--- config.mk ---
export PLATFORM = sky130hd
export DESIGN_NAME = multiword_add_ctrl
export DESIGN_NICKNAME = d
export VERILOG_FILES = /design/src/rtl/multiword_add_ctrl.sv
export SDC_FILE = /design/constraint.sdc
export NUM_CORES = 1
export LEC_CHECK = 0
export BUFFER_PORTS_ARGS = -buffer_cell sky130_fd_sc_hd__buf_2
export CAP_MARGIN = 20
export CORE_MARGIN = 1.5
export CORE_UTILIZATION = 25
export CTS_CLUSTER_DIAMETER = 50
export DETAILED_ROUTE_END_ITERATION = 7
export SLEW_MARGIN = 30
export SYNTH_ARGS = -nofsm -noshare
export SYNTH_HDL_FRONTEND = slang
export SYNTH_SLANG_ARGS = --single-unit
export TNS_END_PERCENT = 10
--- constraint.sdc ---
create_clock -name clk -period 7.05 [get_ports clk]
set_input_delay 0.3525 -clock clk [delete_from_list [all_inputs] [get_ports clk]]
set_output_delay 0.3525 -clock clk [all_outputs]
set_load 0.1 [all_outputs]
--- src/rtl/multiword_add_ctrl.sv ---
`default_nettype none
// ============================================================================
// Module      : multiword_add_ctrl
// Description : Adds two WIDTH*CHUNKS-bit operands one chunk per clock
//               through a single WIDTH-bit adder stage, LSB chunk first.
// Revision    : 1.0 - initial release
// ============================================================================
module multiword_add_ctrl #(
    parameter int WIDTH  = 8,
    parameter int CHUNKS = 4
) (
    input  logic                    clk,
    input  logic                    rst_n,
    input  logic                    in_valid,
    output logic                    in_ready,
    input  logic [WIDTH*CHUNKS-1:0] a,
    input  logic [WIDTH*CHUNKS-1:0] b,
    input  logic                    c_in,
    output logic                    out_valid,
    input  logic                    out_ready,
    output logic [WIDTH*CHUNKS-1:0] sum,
    output logic                    c_out
);

    localparam int N     = WIDTH * CHUNKS;
    localparam int IDX_W = ($clog2(CHUNKS) < 1) ? 1 : $clog2(CHUNKS);
    localparam logic [IDX_W-1:0] LAST_IDX = IDX_W'(CHUNKS - 1);

    localparam logic [1:0] S_IDLE = 2'd0;
    localparam logic [1:0] S_RUN  = 2'd1;
    localparam logic [1:0] S_DONE = 2'd2;

    logic [1:0]       r_state;
    logic [1:0]       w_state_nxt;
    logic [N-1:0]     r_a;
    logic [N-1:0]     r_b;
    logic [IDX_W-1:0] r_idx;
    logic             r_carry;
    logic [WIDTH:0]   w_chunk_sum;
    logic             w_accept;
    logic             w_last;
    logic             w_in_ready_nxt;
    logic             w_out_valid_nxt;

    // in_ready is registered, so acceptance also requires it to be asserted
    assign w_accept = (r_state == S_IDLE) && in_valid && in_ready;
    assign w_last   = (r_idx == LAST_IDX);

    // The only carry path between chunks is r_carry
    assign w_chunk_sum = {1'b0, r_a[int'(r_idx)*WIDTH +: WIDTH]}
                       + {1'b0, r_b[int'(r_idx)*WIDTH +: WIDTH]}
                       + (WIDTH+1)'(r_carry);

    always_ff @(posedge clk or negedge rst_n) begin
        if (!rst_n) begin
            r_state <= S_IDLE;
        end else begin
            r_state <= w_state_nxt;
        end
    end

    always_comb begin
        w_state_nxt = r_state;
        case (r_state)
            S_IDLE:  if (w_accept)  w_state_nxt = S_RUN;
            S_RUN:   if (w_last)    w_state_nxt = S_DONE;
            S_DONE:  if (out_ready) w_state_nxt = S_IDLE;
            default: w_state_nxt = S_IDLE;
        endcase
    end

    always_comb begin
        w_in_ready_nxt  = (w_state_nxt == S_IDLE);
        w_out_valid_nxt = (w_state_nxt == S_DONE);
    end

    always_ff @(posedge clk or negedge rst_n) begin
        if (!rst_n) begin
            in_ready  <= 1'b0;
            out_valid <= 1'b0;
            sum       <= '0;
            c_out     <= 1'b0;
            r_a       <= '0;
            r_b       <= '0;
            r_idx     <= '0;
            r_carry   <= 1'b0;
        end else begin
            in_ready  <= w_in_ready_nxt;
            out_valid <= w_out_valid_nxt;
            if (w_accept) begin
                r_a     <= a;
                r_b     <= b;
                r_carry <= c_in;
                r_idx   <= '0;
            end else if (r_state == S_RUN) begin
                sum[int'(r_idx)*WIDTH +: WIDTH] <= w_chunk_sum[WIDTH-1:0];
                r_carry <= w_chunk_sum[WIDTH];
                if (w_last) begin
                    c_out <= w_chunk_sum[WIDTH];
                    r_idx <= '0;
                end else begin
                    r_idx <= r_idx + 1'b1;
                end
            end
        end
    end

endmodule
`default_nettype wire
[Yosys cells after proc, flatten, opt, wreduce, memory -nomap -nowiden]
Cells that the tools add are included.
Operators by class
  $add $sub $neg: 4
  $mul: 0
  div/mod/pow operators: 0
  order comparisons: 0
  equal/unequal tests: 4
  shifts and indexed selects: 4
  muxes and demuxes: 10
  bitwise operators: 1
  reduce and logical (&&, ||, !) cells: 7
Operator list (count)
  variable part select 32 x 6 -> 8 bit: 2
  negator 5 -> 33 bit: 1
  variable shift 8 x 33 -> 32 bit, first input constant: 1
  variable part select 8 x 33 -> 32 bit: 1
  bitwise mux 32 bit: 1
  2-to-1 mux 2 bit: 6
  adder 8 x 8 -> 9 bit: 1
  adder 9 x 1 -> 9 bit: 1
  equality test 2 bit, second input constant: 3
  case mux 2 bit (3 select lines): 1
  logical NOT 2 bit: 2
  AND reduction 3 bit: 1
  adder 2 x 1 -> 2 bit, second input constant: 1
  equality test 2 x 1 -> 1 bit, second input constant: 1
  logical AND 1 bit: 2
  2-to-1 mux 1 bit: 2
  AND reduction 2 bit: 1
  nonzero test 2 bit: 1
  NOT 1 bit: 1
Word-level totals
  register bits after elaboration: 104
  bits in latches: 0
  memory bits (writable): 0
  memory bits (read-only): 0
  output and inout bits: 35
  word-level logic and storage cells: 39
  memories kept: 0

[Depth between registers and ports, before layout]
Gate-level depths: netlist of the first run.
  depth after elaboration: 6
  mapped depth: 11

[Worst setup path after synthesis of the first run]
OpenSTA, ideal clock, no wires.
  path type: register -> register
  from: register r_idx[0]
  to: register r_carry
  setup time: 126 ps
  data arrival time: 2839 ps
  setup slack: 4085 ps
  cell stages (with the launch flop): 11
  path buffers: 1
  cells stage by stage: dfrtp_1 > buf_2 > mux4_2 > fa_1 > inv_1 > fa_1 > nand2b_1 > a21oi_1 > a211oi_1 > o21ai_0 > a221o_1
Between the ends
  word-level cells in the longest chain between the ends: 5
  elaborated cells on any way between the ends: 6
  those cells by class: 2 x add/sub; 2 x shift; 2 x mux
RTL lines
  start, declared: line 37  | logic [IDX_W-1:0] r_idx;
  start signal, assigned: line 102  | r_idx <= r_idx + 1'b1;
  variable part select 32 x 6 -> 8 bit, on equally long branches: line 50, 51
  adder 8 x 8 -> 9 bit *: line 51  | + {1'b0, r_b[int'(r_idx)*WIDTH +: WIDTH]}
  adder 9 x 1 -> 9 bit *: line 52  | + (WIDTH+1)'(r_carry);
  2-to-1 mux 1 bit *: line 95  | end else if (r_state == S_RUN) begin
  2-to-1 mux 1 bit *: line 90  | if (w_accept) begin
  end signal, assigned: line 93  | r_carry <= c_in;
  end signal, assigned: line 97  | r_carry <= w_chunk_sum[WIDTH];
  end, declared: line 38  | logic r_carry;
Every way passes the cells marked *; elsewhere a longest branch is shown, timed or not. The select of a mux whose other input is x is not followed.
A chain may end at the register's enable or synchronous reset.

[Final worst setup path of the first run]
Same ends and word-level chain as after synthesis.

==> out/qor.yml, run 1 <==
final.setup.tns_ns: 0
cts-htree-levels: 3
cp-start-kind: "register"
worstPathRequired_ns: 7.29
ys_warn_count: 0
ctsRootBufferMaster: "clkbuf_16"
status: "completed"
start_util_pct: 25.77
crit_chain: "buf_4 -> mux4_2 -> fa_1 -> inv_1 -> fa_1 -> nand2b_1 -> a21oi_1 -> a211oi_1 -> o21ai_0 -> a221o_1"
cpPeakStageDelay_ns: 0.57
worstSetupPathType: "reg -> reg"
synth_common_cells: "104 x dfrtp_1, 65 x mux2_2, 19 x nand2_1"
fp.dieH_um: 140.0
grt_usage_pct: 11.87
netlist_instances: 320
drv_cap: 0
setup_violations: 0
crit_family: "compound AO/OA/AOI/OAI gates"
core_area_sq_um: 18210
drc: 0
cts.path.max_buffers: 2
hold_class: "in -> reg"
slowest_stage: "mux4_2"
fin_crit_ns: 3.353
nNetsFinal: 511
port_buffers: 103
die-area_sq_um: 19600
grt_pass1_vias: 3290
clk_pin_slew_ns: 0.07
multi_input_area_sq_um: 2013
wl_mm: 10.98
synth_most_common_cell: "dfrtp_1"
drive_above_1_share_pct: 51.16
synth_cell_types: 37
via_per_inst: 4.590
post-dp-hpwl_mm: 8.129
ant_nets: 0
crit_path_max_fanout: 19
grt_max_degree: 71
cts_tree: "built"
tightest_slew_ns: 0.8672
fillers: 1801
max_freq_mhz: 298.3
cts_buffers: 9
hold_slack_ns: 0.2310
mappedNetlistArea_sq_um: 4693
synth_top_area_share_pct: 55.45
clk_latency_ns: 0.35
ys_top_cells_by_area: "dfrtp_1 55%, mux2_2 16%, mux4_2 7.7%"
finalWeightedCongestion: 0.8437
maxSlewViolCount: 0
finClkSkew_ns: 0.008220
area_growth_pct: 22.69
synth_edf_count: 0
vias: 3043
cp.arrival_ns: 3.59
fin_crit_sh_pct: 47.55
synth_fp_nets: 404
drtIter0Drc: 113
dieWidth_um: 140.0
finalHoldViolCount: 0
yosys.area.top_type: "dfrtp_1"
avgRoutedWirePerCell_um: 16.57
pin_count: 104
antenna_found_initial: 3
synth-seq-area-share_pct: 55.45
worst-path-buf-inv: 2
cpMostUsedCell: "fa_1"
dr.pass1.iters: 4
synthFlopType: "dfrtp_1"
finalCoreUtilization_pct: 31.62
relSlewSlack_pct: 42.19
grt-ovfl-total: 0
async_flop_share_pct: 100.0
cts.sink_count: 104
row_count: 49
end_kind: "register"
grt_pass1_wl_mm: 17.80
layout.area.seq_sq_um: 2603
rsz0062_at_grt: "false"
avgSynthCellArea_sq_um: 14.67
synth_seq_cells: 104
==> stage by stage <==
step	instance area [sq um]	instances	worst slack [ns]
detailed placement	5469	644	3.681
CTS	5753	661	3.652
floorplan	4693	320	4.085
finish	5758	663	3.697
global route	5753	661	3.453
global placement	5469	644	3.779
==> logic make-up after synthesis <==
logic type | share of synthesized area [%]
AOI/OAI and AO/OA | 8.371
xor gates and xnor gates | 1.120
adders and majority gates | 4.319
buffers and inverters | 1.786
DFF | 55.45
muxes | 23.27
and+or+nand+nor | 5.679
==> cells in the final DEF, fill, tap and decap left out, drive strengths merged <==
master / n
nor2b: 1
or3: 2
mux4: 16
a22o: 24
o31ai: 1
nor2: 8
nand4: 1
fa: 2
nand2b: 3
clkbuf: 10
nand2: 23
diode: 2
clkinvlp: 2
a211oi: 3
o211ai: 2
xor2: 1
a21o: 1
nor3: 4
dlygate4sd3: 1
inv: 6
or4: 1
buf: 107
ha: 13
clkinv: 3
or2b: 1
a221o: 1
o21ai: 11
o21bai: 2
mux2: 65
a21oi: 7
xnor2: 5
nor4: 1
dfrtp: 104
==> metal layers <==
| layer | global-route usage, % | wire, um |
|---|---|---|
| met1 | 15.20 | 4933 |
| met2 | 18.70 | 5132 |
| met4 | 3.989 | 184 |
| met3 | 4.239 | 718 |
| met5 | 0 | 13 |
==> path summary, 6_finish.rpt <==
| check | start | to | slack (ns) | cells after the start |
|---|---|---|---|---|
| min | a[4] | r_a[4]$_DFFE_PN0P_ | 0.23 | 2 |
| max | r_idx[0]$_DFFE_PN0P_ | r_carry$_DFFE_PN0P_ | 3.70 | 10 |
| max in group asynchronous | rst_n | r_b[11]$_DFFE_PN0P_ | 5.33 | 3 |
| max reg2reg | r_idx[0]$_DFFE_PN0P_ | r_carry$_DFFE_PN0P_ | 3.70 | 10 |
| min in group asynchronous | rst_n | sum[0]$_DFFE_PN0P_ | 0.52 | 2 |
| min reg2reg | sum[18]$_DFFE_PN0P_ | sum[18]$_DFFE_PN0P_ | 0.48 | 2 |
==> repair_timing <==
item	4_1_cts	5_1_grt
buffers inserted	0	0
hold endpoints to repair	40	0
hold buffers	1	0
resized for setup	0	0
==> layout make-up <==
cell class                      instances  area share, %
Multi-Input combinational cell        199          34.96
Clock buffer                           10          3.977
Tap cell                              229          4.976
Sequential cell                       104          45.20
Inverter                                5         0.3259
Clock inverter                          6         0.7823
Timing Repair Buffer                  108          9.691
Antenna cell                            2        0.08692
==> worst reg2reg max path, stage by stage, from the launching register on <==
cell      delay, ns
dfrtp_1        0.48
buf_4          0.41
mux4_2         0.58
fa_1           0.45
inv_1          0.09
fa_1           0.19
nand2b_1       0.15
a21oi_1        0.08
a211oi_1       0.32
o21ai_0        0.19
a221o_1        0.31
==> registers in the layout, indices dropped and copies added, names as in the netlist <==
register   flops
r_state        2
r_idx          2
r_a           32
r_carry        1
in_ready       1
out_valid      1
r_b           32
sum           32
c_out          1
Power of run 1 is left out: the tool's default activity adds up to more than one toggle a clock period on the data nets, which glitch-free logic cannot reach.
==> run 2: changes to the inputs <==
Clock period 7.05 ns to 2.8 ns, I/O delays scaled along.
==> out/qor.yml, run 2 (synthesis gave the netlist of run 1 again) <==
wl_mm: 11.40  # +3.8%
finalWeightedCongestion: 0.7627  # -9.6%
worstSetupPathType: "reg -> reg"
nNetsFinal: 521  # +2.0%
top_regs: "r_a (32), r_b (32), sum (32)"
dr.pass1.iters: 4  # unchanged
cts-htree-levels: 3  # unchanged
cts_tree: "built"
dieWidth_um: 140.0  # unchanged
drv_cap: 0  # unchanged
most-common-layout-cells: "103 x dfrtp_1, 102 x buf_2, 65 x mux2_2"
cp.arrival_ns: 2.97  # -0.62 ns
wl_met1_mm: 5.336  # +8.2%
fin_crit_ns: 2.736  # -0.6160 ns
drtIter0Drc: 119  # +5.3%
post-dp-hpwl_mm: 8.588  # +5.6%
rsz0062_at_grt: "true"
grt_pass1_wl_mm: 18.33  # +3.0%
vias: 3082  # +1.3%
fillers: 1800  # -0.056%
max_freq_mhz: 365.4  # +23%
grt-ovfl-total: 0  # unchanged
pin_count: 104  # unchanged
status: "completed"
drive_above_1_share_pct: 52.26  # +1.1 points
cts.path.max_buffers: 2  # unchanged
port_buffers: 103  # unchanged
antenna_found_initial: 0  # -3
relSlewSlack_pct: 56.75  # +15 points
ctsRootBufferMaster: "clkbuf_16"
area_growth_pct: 25.30
grt_max_degree: 71  # unchanged
clk_latency_ns: 0.35  # about the same
die-area_sq_um: 19600  # unchanged
place_worst_setup_slack_ns: 0.004182  # -3.676 ns
core_area_sq_um: 18210  # unchanged
start_util_pct: 25.77  # unchanged
maxSlewViolCount: 0  # unchanged
route.met2.wl_mm: 5.321  # +3.7%
cts_buffers: 9  # unchanged
setup_violations: 0  # unchanged
fp.dieH_um: 140.0  # unchanged
dr_wl_met3_um: 577  # -20%
row_count: 49  # unchanged
cts_setup_buffers: 0  # unchanged
via_per_inst: 4.586  # about the same
hold_class: "in -> reg"
setup_slack_ns: 0.06350  # -3.634 ns
drc: 0  # unchanged
ant_nets: 0  # unchanged
grt_usage_pct: 12.34  # +0.47 points
fin_crit_sh_pct: 97.73  # +50 points
finalHoldViolCount: 0  # unchanged
avgRoutedWirePerCell_um: 16.96  # +2.4%
crit_path_max_fanout: 5  # -14
grt_pass1_vias: 3389  # +3.0%
cp-start-kind: "register"
tightest_slew_ns: 0.6488  # -0.2184 ns
routed.top_layer: "met4"
clk_pin_slew_ns: 0.07  # about the same
cts.sink_count: 104  # unchanged
finClkSkew_ns: 0.009231  # +0.001011 ns
end_kind: "register"
final_common_cell: "dfrtp_1"
worstPathRequired_ns: 3.04  # -4.25 ns
## run 2: changes by cell type in the layout (fill, tap and decap cells not counted), sizes merged
cell	previous run	this run
clkinv	3	2
buf	107	112
inv	6	7
diode	2	1
dlygate4sd3	1	6
## run 2: per-stage QoR
step	area, sq um	utilization (%)	setup TNS, ns	cells	hold slack, ns
after floorplan	4710	-	0	320	-0.1556
after global placement	5525	30.34	0	649	0.2015
after detailed placement	5525	30.34	0	649	0.2180
after CTS	5867	32.22	0	671	0.00004094
after global routing	5878	32.28	-0.05712	671	0.0005824
final	5881	32.30	0	672	0.01422
## run 2: path summary, 6_finish.rpt
path | start | depth (start not counted) | to | slack, ns
min | b[20] | 2 | r_b[20]$_DFFE_PN0P_ | 0.01
min in group asynchronous | rst_n | 2 | r_idx[1]$_DFFE_PN0P_ | 0.35
max reg2reg | r_idx[0]$_DFFE_PN0P_ | 9 | r_carry$_DFFE_PN0P_ | 0.06
max in group asynchronous | rst_n | 3 | sum[24]$_DFFE_PN0P_ | 1.62
max | r_idx[0]$_DFFE_PN0P_ | 9 | r_carry$_DFFE_PN0P_ | 0.06
min reg2reg | sum[25]$_DFFE_PN0P_ | 2 | sum[25]$_DFFE_PN0P_ | 0.49
## run 2: area by class of cell
type | instances | area, sq um | share of cell area (%)
clock inverter | 6 | 45.04 | 0.7660
clock buffer | 10 | 229.0 | 3.894
multi-input combinational | 199 | 2033 | 34.57
inverter | 5 | 18.77 | 0.3191
antenna | 1 | 2.502 | 0.04255
sequential | 104 | 2604 | 44.28
tap | 229 | 286.5 | 4.872
timing repair buffer | 118 | 661.9 | 11.26
## run 2: worst max-delay path, stage by stage, from the launching register on
cell,delay [ns]
dfrtp_2,0.44
mux4_2,0.54
fa_2,0.40
inv_1,0.08
fa_1,0.21
nand2b_1,0.15
a21oi_1,0.09
a211oi_2,0.27
o21ai_1,0.14
a221o_1,0.30
## run 2: per-layer routing
metal / up-vias / global-route usage, %
met5: - / 0
met4: 0 / 2.992
met3: 10 / 4.308
met2: 94 / 19.51
met1: 1555 / 16.25
li1: 1423 / -
## run 2: repair_timing
item                                    4_1_cts  5_1_grt
gates resized for setup                       2        4
endpoints found under the hold margin        51        0
endpoints found under the setup margin        3       15
hold buffers                                  6        0
Power of run 2 is left out for the same reason.
==> run 3: changes to the inputs <==
Settings changed: BUFFER_PORTS_ARGS -buffer_cell sky130_fd_sc_hd__buf_2 to default, DONT_BUFFER_PORTS from default to 1, SLEW_MARGIN 30 to 20.
==> out/qor.yml, run 3 (synthesis gave the netlist of run 1 again) <==
dr.pass1.iters: 4  # unchanged
core_area_sq_um: 18210  # unchanged
grt_max_degree: 105  # +48%
cts.sink_count: 104  # unchanged
worstSetupPathType: "reg -> reg"
maxSlewViolCount: 0  # unchanged
ff2ff_path_depth: 10  # +1
regToRegSetupSlack_ns: 0.08  # +0.02 ns
clk_pin_slew_ns: 0.07  # about the same
cts.path.max_buffers: 2  # unchanged
worstPathRequired_ns: 3.04  # about the same
holdPathEnd: "r_idx[0]$_DFFE_PN0P_"
vias: 3064  # -0.58%
crit_path_max_fanout: 5  # unchanged
cts_buffers: 9  # unchanged
relSlewSlack_pct: 36.45  # -20 points
num_antenna_cells: 0  # -1
ant_nets: 0  # unchanged
wl_mm: 11.53  # +1.2%
drive_above_1_share_pct: 36.92  # -15 points
max_freq_mhz: 368.3  # +0.77%
most-common-layout-cells: "103 x dfrtp_1, 67 x dlygate4sd3_1, 65 x mux2_2"
antenna_found_initial: 0  # unchanged
rsz0062_at_grt: "true"
cts-htree-levels: 3  # unchanged
fin_crit_sh_pct: 96.98  # -0.75 points
finalHoldViolCount: 0  # unchanged
tightest_slew_ns: 0.9533  # +0.3045 ns
port_buffers: 0  # -100%
final_common_cell: "dfrtp_1"
row_count: 49  # unchanged
finClkSkew_ns: 0.007729  # -0.001502 ns
final_cell_count_no_fill: 657  # -2.2%
grt_pass1_vias: 3323  # -1.9%
drc: 0  # unchanged
post-dp-hpwl_mm: 8.337  # -2.9%
pin_count: 104  # unchanged
drtIter0Drc: 97  # -18%
rr_startpoint: "r_idx[0]$_DFFE_PN0P_"
via_per_inst: 4.664  # +1.7%
hold-path-cell-count: 4  # +2
ctsRootBufferMaster: "clkbuf_16"
hold_class: "in -> reg"
status: "completed"
drv_cap: 0  # unchanged
area_growth_pct: 32.60
fp.dieH_um: 140.0  # unchanged
clk_latency_ns: 0.35  # about the same
grt_usage_pct: 12.33  # about the same
grt_pass1_wl_mm: 18.42  # +0.49%
start_util_pct: 25.77  # unchanged
finalWeightedCongestion: 0.8085  # +6.0%
cp.arrival_ns: 2.96  # about the same
dieWidth_um: 140.0  # unchanged
cts_tree: "built"
grt-ovfl-total: 0  # unchanged
hold_start: "in_valid"
cp-start-kind: "register"
placed_cells: 572  # -12%
nNetsFinal: 507  # -2.7%
rr_endpoint: "sum[30]$_DFFE_PN0P_"
top_regs: "r_a (32), r_b (32), sum (32)"
end_kind: "register"
avgRoutedWirePerCell_um: 17.55  # +3.5%
fin_crit_ns: 2.716  # -0.02097 ns
setup_violations: 0  # unchanged
die-area_sq_um: 19600  # unchanged
-- run 3: cell count changes in the layout (fill, tap and decap cells not counted), moves of 2 or more --
cell           previous run  this run
dlygate4sd3_1             6        67
buf_4                     8        33
clkinv_4                  0         2
buf_2                   102         0
-- run 3: repair_timing --
action	CTS	global route
endpoints found under the setup margin	2	15
setup buffers	0	1
pin swaps	0	2
endpoints found under the hold margin	171	0
gates resized for setup	2	6
hold buffers	68	0
-- run 3: cell type report --
type	instances	area, sq um
tap	229	286.5
fill	1763	11990
timing repair buffer	104	988.4
inverter	5	18.77
multi-input combinational	199	2044
clock buffer	10	229.0
sequential	104	2604
clock inverter	6	52.55
-- run 3: layer usage --
metal  routed length [um]  part of all wire (%)  global-route usage (%)  vias up
li1                     -                     -                       -     1395
met1                 5095                    44                   15.42     1561
met2                 5532                    48                   20.16       91
met3                  645                   5.6                   3.966       17
met4                  259                   2.2                   4.211        0
met5                    0                     0                       0        -
-- run 3: worst max path at each step --
stage	start	endpoint	slack, ns	cells after the start
floorplan	r_idx[0]$_DFFE_PN0P_	r_carry$_DFFE_PN0P_	0.07	10
global placement	r_idx[0]$_DFFE_PN0P_	sum[29]$_DFFE_PN0P_	0.11	8
detailed placement	r_idx[0]$_DFFE_PN0P_	r_carry$_DFFE_PN0P_	-0.007	9
CTS	r_idx[0]$_DFFE_PN0P_	r_carry$_DFFE_PN0P_	0.05	9
global route	r_idx[0]$_DFFE_PN0P_	sum[30]$_DFFE_PN0P_	-0.02	10
finish	r_idx[0]$_DFFE_PN0P_	sum[30]$_DFFE_PN0P_	0.08	10
-- run 3: metrics by stage --
stage	TNS [ns]	area, sq um	hold WS, ns	utilization (%)	setup slack [ns]
detailed placement	-0.006602	5202	-0.1532	28.57	-0.006602
global route	-0.07334	6223	0.3599	34.18	-0.02372
finish	0	6223	0.3375	34.18	0.08448
global placement	0	5202	-0.1512	28.57	0.1073
CTS	0	6188	0.3481	33.99	0.04646
floorplan	0	4710	-0.1556	-	0.06578
-- run 3: worst max-delay path, cell delays in order (launching register included) --
cell and delay, ns:
dfrtp_2 0.44, mux4_2 0.55, fa_2 0.41, inv_1 0.08, fa_1 0.20, nand2b_1 0.15
a21oi_1 0.09, a211oi_2 0.20, buf_4 0.16, xnor2_2 0.10, a22o_2 0.24
Power of run 3 is left out for the same reason.
